## src/rtl/uart_pkg.sv

```systemverilog
// Shared types, constants and helpers for the UART transmit scheduler.
package uart_pkg;

  localparam int BYTE_W = 8;

  typedef enum logic [1:0] {
    S_IDLE  = 2'd0,
    S_START = 2'd1,
    S_WAIT  = 2'd2,
    S_GAP   = 2'd3
  } tx_sched_state_t;

  // Index of the requester 'off' places after 'base' in a ring of 'n'.
  function automatic int rr_index(input int base, input int off, input int n);
    return (base + off) % n;
  endfunction

endpackage

```

## src/rtl/byte_fifo.sv

```systemverilog
// Byte FIFO with a combinational head. A write while full is honoured only
// when a read retires the head in the same cycle.
module byte_fifo
  import uart_pkg::*;
#(
  parameter int DEPTH = 8
) (
  input  logic                       clk,
  input  logic                       rst,
  input  logic                       wr_en,
  input  logic [BYTE_W-1:0]          wr_data,
  input  logic                       rd_en,
  output logic [BYTE_W-1:0]          rd_data,
  output logic                       full,
  output logic                       empty,
  output logic [$clog2(DEPTH+1)-1:0] count
);

  localparam int AW = $clog2(DEPTH);
  localparam int CW = $clog2(DEPTH + 1);

  logic [BYTE_W-1:0] mem_q [DEPTH];
  logic [AW-1:0]     wr_ptr_q, wr_ptr_d;
  logic [AW-1:0]     rd_ptr_q, rd_ptr_d;
  logic [CW-1:0]     count_q, count_d;
  logic              do_wr_s;
  logic              do_rd_s;

  assign full    = (count_q == CW'(DEPTH));
  assign empty   = (count_q == CW'(0));
  assign count   = count_q;
  assign rd_data = mem_q[rd_ptr_q];
  assign do_rd_s = rd_en & ~empty;
  assign do_wr_s = wr_en & (~full | do_rd_s);

  // Next pointer and occupancy values for the coming edge.
  always_comb begin
    wr_ptr_d = do_wr_s ? wr_ptr_q + AW'(1) : wr_ptr_q;
    rd_ptr_d = do_rd_s ? rd_ptr_q + AW'(1) : rd_ptr_q;
    case ({do_wr_s, do_rd_s})
      2'b10:   count_d = count_q + CW'(1);
      2'b01:   count_d = count_q - CW'(1);
      default: count_d = count_q;
    endcase
  end

  // Pointer and occupancy registers.
  always_ff @(posedge clk) begin
    if (rst) begin
      wr_ptr_q <= '0;
      rd_ptr_q <= '0;
      count_q  <= '0;
    end else begin
      wr_ptr_q <= wr_ptr_d;
      rd_ptr_q <= rd_ptr_d;
      count_q  <= count_d;
    end
  end

  // Storage array; contents are don't-care until written.
  always_ff @(posedge clk) begin
    if (do_wr_s) begin
      mem_q[wr_ptr_q] <= wr_data;
    end
  end

endmodule

```

## src/rtl/uart_tx_scheduler.sv

```systemverilog
// Shares one UART transmitter between NREQ byte streams: round-robin
// arbitration with message locking feeds a byte FIFO, and a sequencer issues
// one frame at a time with an idle gap after each tx_done.
module uart_tx_scheduler
  import uart_pkg::*;
#(
  parameter int NREQ       = 2,
  parameter int FIFO_DEPTH = 8,
  parameter int GAP_CYCLES = 16
) (
  input  logic                     clk,
  input  logic                     rst,
  input  logic [NREQ-1:0]          req_valid,
  input  logic [BYTE_W*NREQ-1:0]   req_data,
  input  logic [NREQ-1:0]          req_last,
  output logic [NREQ-1:0]          req_ready,
  output logic                     tx_sig,
  output logic [BYTE_W-1:0]        tx_data,
  input  logic                     tx_done,
  output logic                     busy,
  output logic [$clog2(NREQ)-1:0]  grant_id
);

  localparam int GW    = $clog2(NREQ);
  localparam int CW    = $clog2(FIFO_DEPTH + 1);
  localparam int GAP_W = (GAP_CYCLES < 2) ? 1 : $clog2(GAP_CYCLES + 1);

  // Arbiter state
  logic          locked_q, locked_d;
  logic [GW-1:0] lock_id_q, lock_id_d;
  logic [GW-1:0] rr_q, rr_d;
  logic [GW-1:0] grant_id_q, grant_id_d;
  logic [GW-1:0] grant_s;
  logic          grant_vld_s;
  logic          hs_s;
  logic [BYTE_W-1:0] wr_data_s;

  // Sequencer state
  tx_sched_state_t   state_q, state_d;
  logic [GAP_W-1:0]  gap_q, gap_d;
  logic [BYTE_W-1:0] tx_data_q, tx_data_d;
  logic              tx_sig_q;

  // FIFO interface
  logic              rd_en_s;
  logic [BYTE_W-1:0] rd_data_s;
  logic              fifo_full_s;
  logic              fifo_empty_s;
  logic [CW-1:0]     fifo_count_s;

  byte_fifo #(.DEPTH(FIFO_DEPTH)) u_fifo (
    .clk     (clk),
    .rst     (rst),
    .wr_en   (hs_s),
    .wr_data (wr_data_s),
    .rd_en   (rd_en_s),
    .rd_data (rd_data_s),
    .full    (fifo_full_s),
    .empty   (fifo_empty_s),
    .count   (fifo_count_s)
  );

  // Grant selection: the locked owner, else the first valid requester at or after rr_q.
  always_comb begin
    grant_s     = rr_q;
    grant_vld_s = 1'b0;
    if (locked_q) begin
      grant_s     = lock_id_q;
      grant_vld_s = 1'b1;
    end else begin
      // Walk from the farthest candidate back so the nearest valid one wins.
      for (int i = NREQ - 1; i >= 0; i--) begin
        grant_s     = req_valid[rr_index(int'(rr_q), i, NREQ)]
                      ? GW'(rr_index(int'(rr_q), i, NREQ)) : grant_s;
        grant_vld_s = grant_vld_s | req_valid[rr_index(int'(rr_q), i, NREQ)];
      end
    end
  end

  // Ready goes only to the granted requester and only while the FIFO has room.
  always_comb begin
    req_ready = '0;
    if (grant_vld_s && !fifo_full_s && !rst) begin
      req_ready[grant_s] = 1'b1;
    end else begin
      req_ready = '0;
    end
  end

  // Byte lane of the granted requester.
  always_comb begin
    wr_data_s = '0;
    for (int k = 0; k < NREQ; k++) begin
      wr_data_s = (GW'(k) == grant_s) ? req_data[k*BYTE_W +: BYTE_W] : wr_data_s;
    end
  end

  assign hs_s = grant_vld_s & ~fifo_full_s & req_valid[grant_s] & ~rst;

  // Lock and round-robin updates on each accepted byte.
  always_comb begin
    locked_d   = locked_q;
    lock_id_d  = lock_id_q;
    rr_d       = rr_q;
    grant_id_d = grant_id_q;
    if (hs_s) begin
      grant_id_d = grant_s;
      if (req_last[grant_s]) begin
        locked_d = 1'b0;
        rr_d     = (grant_s == GW'(NREQ - 1)) ? GW'(0) : grant_s + GW'(1);
      end else begin
        locked_d  = 1'b1;
        lock_id_d = grant_s;
      end
    end else begin
      grant_id_d = grant_id_q;
    end
  end

  // Arbiter registers.
  always_ff @(posedge clk) begin
    if (rst) begin
      locked_q   <= 1'b0;
      lock_id_q  <= '0;
      rr_q       <= '0;
      grant_id_q <= '0;
    end else begin
      locked_q   <= locked_d;
      lock_id_q  <= lock_id_d;
      rr_q       <= rr_d;
      grant_id_q <= grant_id_d;
    end
  end

  // Sequencer next state: pop, pulse start, wait for done, then idle gap.
  always_comb begin
    state_d   = state_q;
    gap_d     = gap_q;
    tx_data_d = tx_data_q;
    rd_en_s   = 1'b0;
    case (state_q)
      S_IDLE: begin
        if (!fifo_empty_s) begin
          rd_en_s   = 1'b1;
          tx_data_d = rd_data_s;
          state_d   = S_START;
        end else begin
          state_d = S_IDLE;
        end
      end
      S_START: begin
        state_d = S_WAIT;
      end
      S_WAIT: begin
        if (tx_done) begin
          if (GAP_CYCLES == 0) begin
            state_d = S_IDLE;
          end else begin
            state_d = S_GAP;
            gap_d   = GAP_W'(GAP_CYCLES);
          end
        end else begin
          state_d = S_WAIT;
        end
      end
      S_GAP: begin
        if (gap_q <= GAP_W'(1)) begin
          state_d = S_IDLE;
          gap_d   = '0;
        end else begin
          gap_d = gap_q - GAP_W'(1);
        end
      end
      default: begin
        state_d = S_IDLE;
      end
    endcase
  end

  // Sequencer registers; tx_sig is registered alongside entry into START.
  always_ff @(posedge clk) begin
    if (rst) begin
      state_q   <= S_IDLE;
      gap_q     <= '0;
      tx_data_q <= '0;
      tx_sig_q  <= 1'b0;
    end else begin
      state_q   <= state_d;
      gap_q     <= gap_d;
      tx_data_q <= tx_data_d;
      tx_sig_q  <= (state_d == S_START);
    end
  end

  assign tx_sig   = tx_sig_q;
  assign tx_data  = tx_data_q;
  assign grant_id = grant_id_q;
  assign busy     = (state_q != S_IDLE) || (fifo_count_s != CW'(0));

endmodule

```

## config.mk

```make
export PLATFORM = sky130hd
export DESIGN_NAME = uart_tx_scheduler
export DESIGN_NICKNAME = d
export VERILOG_FILES = /design/src/rtl/uart_pkg.sv /design/src/rtl/byte_fifo.sv /design/src/rtl/uart_tx_scheduler.sv
export SDC_FILE = /design/constraint.sdc
export NUM_CORES = 1
export LEC_CHECK = 0
export ABC_CLOCK_PERIOD_IN_PS = 2800
export BUFFER_PORTS_ARGS = -buffer_cell sky130_fd_sc_hd__buf_2
export CORE_UTILIZATION = 40
export DETAILED_ROUTE_END_ITERATION = 12
export PLACE_DENSITY_LB_ADDON = 0.25
export REMOVE_ABC_BUFFERS = 1
export SETUP_SLACK_MARGIN = 0.4
export SLEW_MARGIN = 10
export SYNTH_ARGS = -nofsm -noshare
export SYNTH_HDL_FRONTEND = slang
export SYNTH_SLANG_ARGS = --single-unit
```

## constraint.sdc

```tcl
create_clock -name clk -period 2.8 [get_ports clk]
set_input_delay 0.56 -clock clk [delete_from_list [all_inputs] [get_ports clk]]
set_output_delay 0.56 -clock clk [all_outputs]
set_load 0.02 [all_outputs]
```

==> summary.md <==
| Metric | Value |
|---|---|
| Number of antenna violations at the first check in global routing | 0 |
| Clock tree sinks | 94 |
| Number of buffers added on ports | 35 |
| Start of the worst register-to-register path | u_fifo.count[2] |
| Max-slew headroom at the worst pin | roughly 66% |
| Post-Route Utilization | between 40% and 50% |
| Synth warn | 0 |
| Via/cell ratio | approximately 5.2 |
| Number of detailed-route iterations in the first pass | 4 |
| Leak Pwr | about 0.0017 uW |
| Number of enable flip-flop cells after synthesis | 64 |
| Most instantiated flip-flop cell in the synthesis netlist | edfxtp_1 |
| Growth of design area from synthesis to finish | 20.46% |
| Req. time, crit path | 2.24 ns |
| Category of the worst setup path capture point | output pin |
| Number of placement rows | 36 |
| Achievable Freq | roughly 440 MHz |
| Die extent in y | 103.1 um |
| Buffers from clock root to sink, at most | 2 |
| Average wire per standard cell | around 17 um |
| Top post-synthesis cells by area | edfxtp_1 47%, dfxtp_1 15%, mux4_2 8.8% |
| Number of maximum-capacitance violations | 0 |
| Tightest Hold Check Type | reg -> reg |
| Layout Nets | 389 |
| Chip width | 103.1 um |
| Final-layout worst hold slack | 0.4988 ns |
| Most frequent cells in the layout | 64 x edfxtp_1, 34 x buf_2, 34 x buf_4 |
| Ant diodes | 0 |
| Syn Area/Cell | between 10 and 15 sq um |
| Pwr per Cell Area | 810.2 nW/um^2 |
| Area of the die | 10640 sq um |
| Min cycle time layout | 2.296 ns |
| Setup violations, final | 0 |
| Share of final-layout standard cells stronger than drive strength 1 | 39.56% |
| Clk pin slew, worst setup/hold paths | 0.10 ns |
| Number of instances in the synthesized netlist | about 290 |
| Total power | 3993 uW |
| Area occupied by multi-input gates | 1525 sq um |
| Reg-to-reg slack, setup | 0.53 ns |
| Initial drt markers | 119 |
| Combined global-route utilization of all metal layers | 16.68% |
| Internal power contribution | 2699 uW |
| Layout Skew | 0.01479 ns |
| Transition time at the pin with the least slew margin | 0.5124 ns |
| Wirelength, routed | 8317 um |
| Register bit count reported by yosys | 94 |
| Max Slew Vio Count | 0 |
| Number of remaining DRC errors | 0 |
| Biggest cell delay along the critical path | 0.33 ns |
| Number of buffers created by CTS | 9 |
| Post-route antenna net violation count | 0 |
| Clock tree from TritonCTS | yes |
| Count of unique library cells instantiated by Yosys | 54 |
| H-tree levels | 3 |
| Via count of the routed design | between 2000 and 3000 |
| Most frequent cell on the critical path | buf_4 |
| Worst path slowest cell | dfxtp_2 |
| Sum of overflow across all layers after global routing | 0 |
| RSZ-0062 raised after global routing | false |
| Highest fanout seen on the critical path | 5 |
| Switch Pwr | ~1300 uW |
| Data arrival at the endpoint of the critical path | roughly 1.7 ns |
| Worst hold start | tx_data[5] |
| Run status | complete, no violations |
| Standard cell core area | 9864 sq um |
| Async S/R FF share, synth | 0% |
| GP Congestion | 0.7388 |
| Commonest non-fill, non-tap cell in the layout | edfxtp_1 |
| Switching share of total power | 32.41% |
| Startpoint Class | flip-flop |
| Final Hold Violating Endpoints | 0 |
| First-pass GRT wire length | 12750 um |
| I/O pins | 36 |
| Clock root buffer | clkbuf_8 |
| Final period utilization | 81.99% |
| Synth area leader | edfxtp_1 |
| Register area | about 2500 sq um |
| Sum of net half-perimeters after detailed placement | 5271 um |
| Skew-Pair Late Insertion Delay | between 0.3 and 0.4 ns |
| Initial core utilization | 41.48% |
| Vias in the first global route | 2407 |
| List of cells traversed by the critical path | buf_6, nor4b_4, buf_4, or2_4, a21o_4, nor2b_1, buf_4 |
| Pin count of the biggest net entering global routing | 19 |
| Part of the power in the clock network | 23.6% |
| Aggregate negative setup slack | 0 ns |
| Fillcell total | 869 |
| IR drop worst, VDD | around 380 uV |
| Cell area after synthesis | 4091 sq um |
| Type of the worst setup path | reg -> out |
| Relative contribution of combinational cells to total power | about a third |
| Share of Yosys cell area claimed by the top area cell type | 46.97% |
| Sequential share of power | 43.4% |
| Startpoint of the most critical setup path | u_fifo.count[0] |
| Register area share after synthesis | 61.65% |
cell families after synthesis:
family	count (synthesis)	share of synthesized area, %
flip-flops	94	61.65
XOR/XNOR	5	1.071
multiplexers	29	12.26
AO/OA/AOI/OAI	55	8.868
buffers and inverters	21	2.538
AND/OR/NAND/NOR	77	11.47
adder cells (fa/ha/maj)	7	2.141
critical path: cells and delay by family (launching register included):
| family | cells | cell delay [ns] |
|---|---|---|
| AND/OR/NAND/NOR | 3 | 0.50 |
| buffers and inverters | 3 | 0.46 |
| flip-flops | 1 | 0.33 |
| AO/OA/AOI/OAI | 1 | 0.09 |
cell usage after synthesis, types with 2 or more instances:
| library cell | instances |
|---|---|
| edfxtp_1 | 64 |
| mux2_2 | 9 |
| nor3_2 | 3 |
| xor2_1 | 3 |
| a21o_1 | 2 |
| a211oi_1 | 2 |
| o221a_2 | 2 |
| mux4_2 | 16 |
| nand2_1 | 9 |
| buf_2 | 2 |
| nor4_1 | 2 |
| mux2i_1 | 4 |
| o31ai_1 | 2 |
| nor2_2 | 3 |
| inv_1 | 9 |
| buf_1 | 3 |
| buf_6 | 2 |
| xnor2_1 | 2 |
| clkbuf_1 | 2 |
| nor3b_2 | 2 |
| ha_1 | 7 |
| buf_4 | 2 |
| nand2b_1 | 3 |
| nand3b_1 | 2 |
| nor2b_1 | 3 |
| nor2_1 | 22 |
| and2_1 | 3 |
| nor3_1 | 8 |
| o211ai_1 | 2 |
| nor3b_1 | 4 |
| o21ai_0 | 9 |
| dfxtp_1 | 30 |
| nand3_1 | 4 |
| a31oi_1 | 4 |
| a21oi_1 | 11 |
| o22ai_1 | 9 |
| o311ai_0 | 5 |
area by class of cell:
class,instances,area share (%)
timing repair buffer,71,9.317
tap,133,3.376
sequential,94,51.31
clock buffer,9,2.513
clock inverter,7,1.777
multi-input combinational,173,30.95
inverter,10,0.7616
final timing paths:
kind / to / cells after the start
setup reg to reg: u_fifo.count[2] / 10
hold / removal: tx_data[5] / 2
setup / recovery: req_ready[0] / 7
hold reg to reg: tx_data[5] / 2
power groups by stage:
stage                     logic, uW  registers [uW]  clock network [uW]
after detailed placement       1150            1760                   0
after global routing           1440            1750                1020
after global placement         1130            1760                   0
after CTS                      1210            1730                 969
after floorplan                 705            1850                   0
final                          1320            1730                 941
through the flow:
| stage | instance area (sq um) | setup WS, ns | cells |
|---|---|---|---|
| finish | 4928 | 0.5042 | 497 |
| global route | 4928 | 0.3962 | 497 |
| CTS | 4780 | 0.3945 | 484 |
| detailed placement | 4517 | 0.1687 | 465 |
| global placement | 4517 | 0.2254 | 465 |
| floorplan | 4025 | 0.2319 | 277 |
metal layers:
| layer | wire [um] | global-route usage, % |
|---|---|---|
| met4 | 48 | 4.550 |
| met2 | 4054 | 26.51 |
| met1 | 3935 | 22.75 |
| met3 | 277 | 4.339 |
| met5 | 0 | 0 |
registers in the layout, summed over array words and instances, names as in the netlist:
| name | flops |
|---|---|
| u_fifo.count | 4 |
| grant_id | 1 |
| tx_sig | 1 |
| gap_q | 5 |
| u_fifo.mem_q | 64 |
| tx_data | 8 |
| rr_q | 1 |
| state_q | 2 |
| u_fifo.rd_ptr_q | 3 |
| u_fifo.wr_ptr_q | 3 |
| locked_q | 1 |
| lock_id_q | 1 |
what timing repair did:
action | in CTS | in global routing
buffers inserted | 3 | 13
pin swaps | 1 | 5
endpoints found under the setup margin | 2 | 4
cloned | 0 | 0
resized for setup | 7 | 14
hold buffers | 0 | 0
Note: power is estimated with default switching activity, not from simulation.
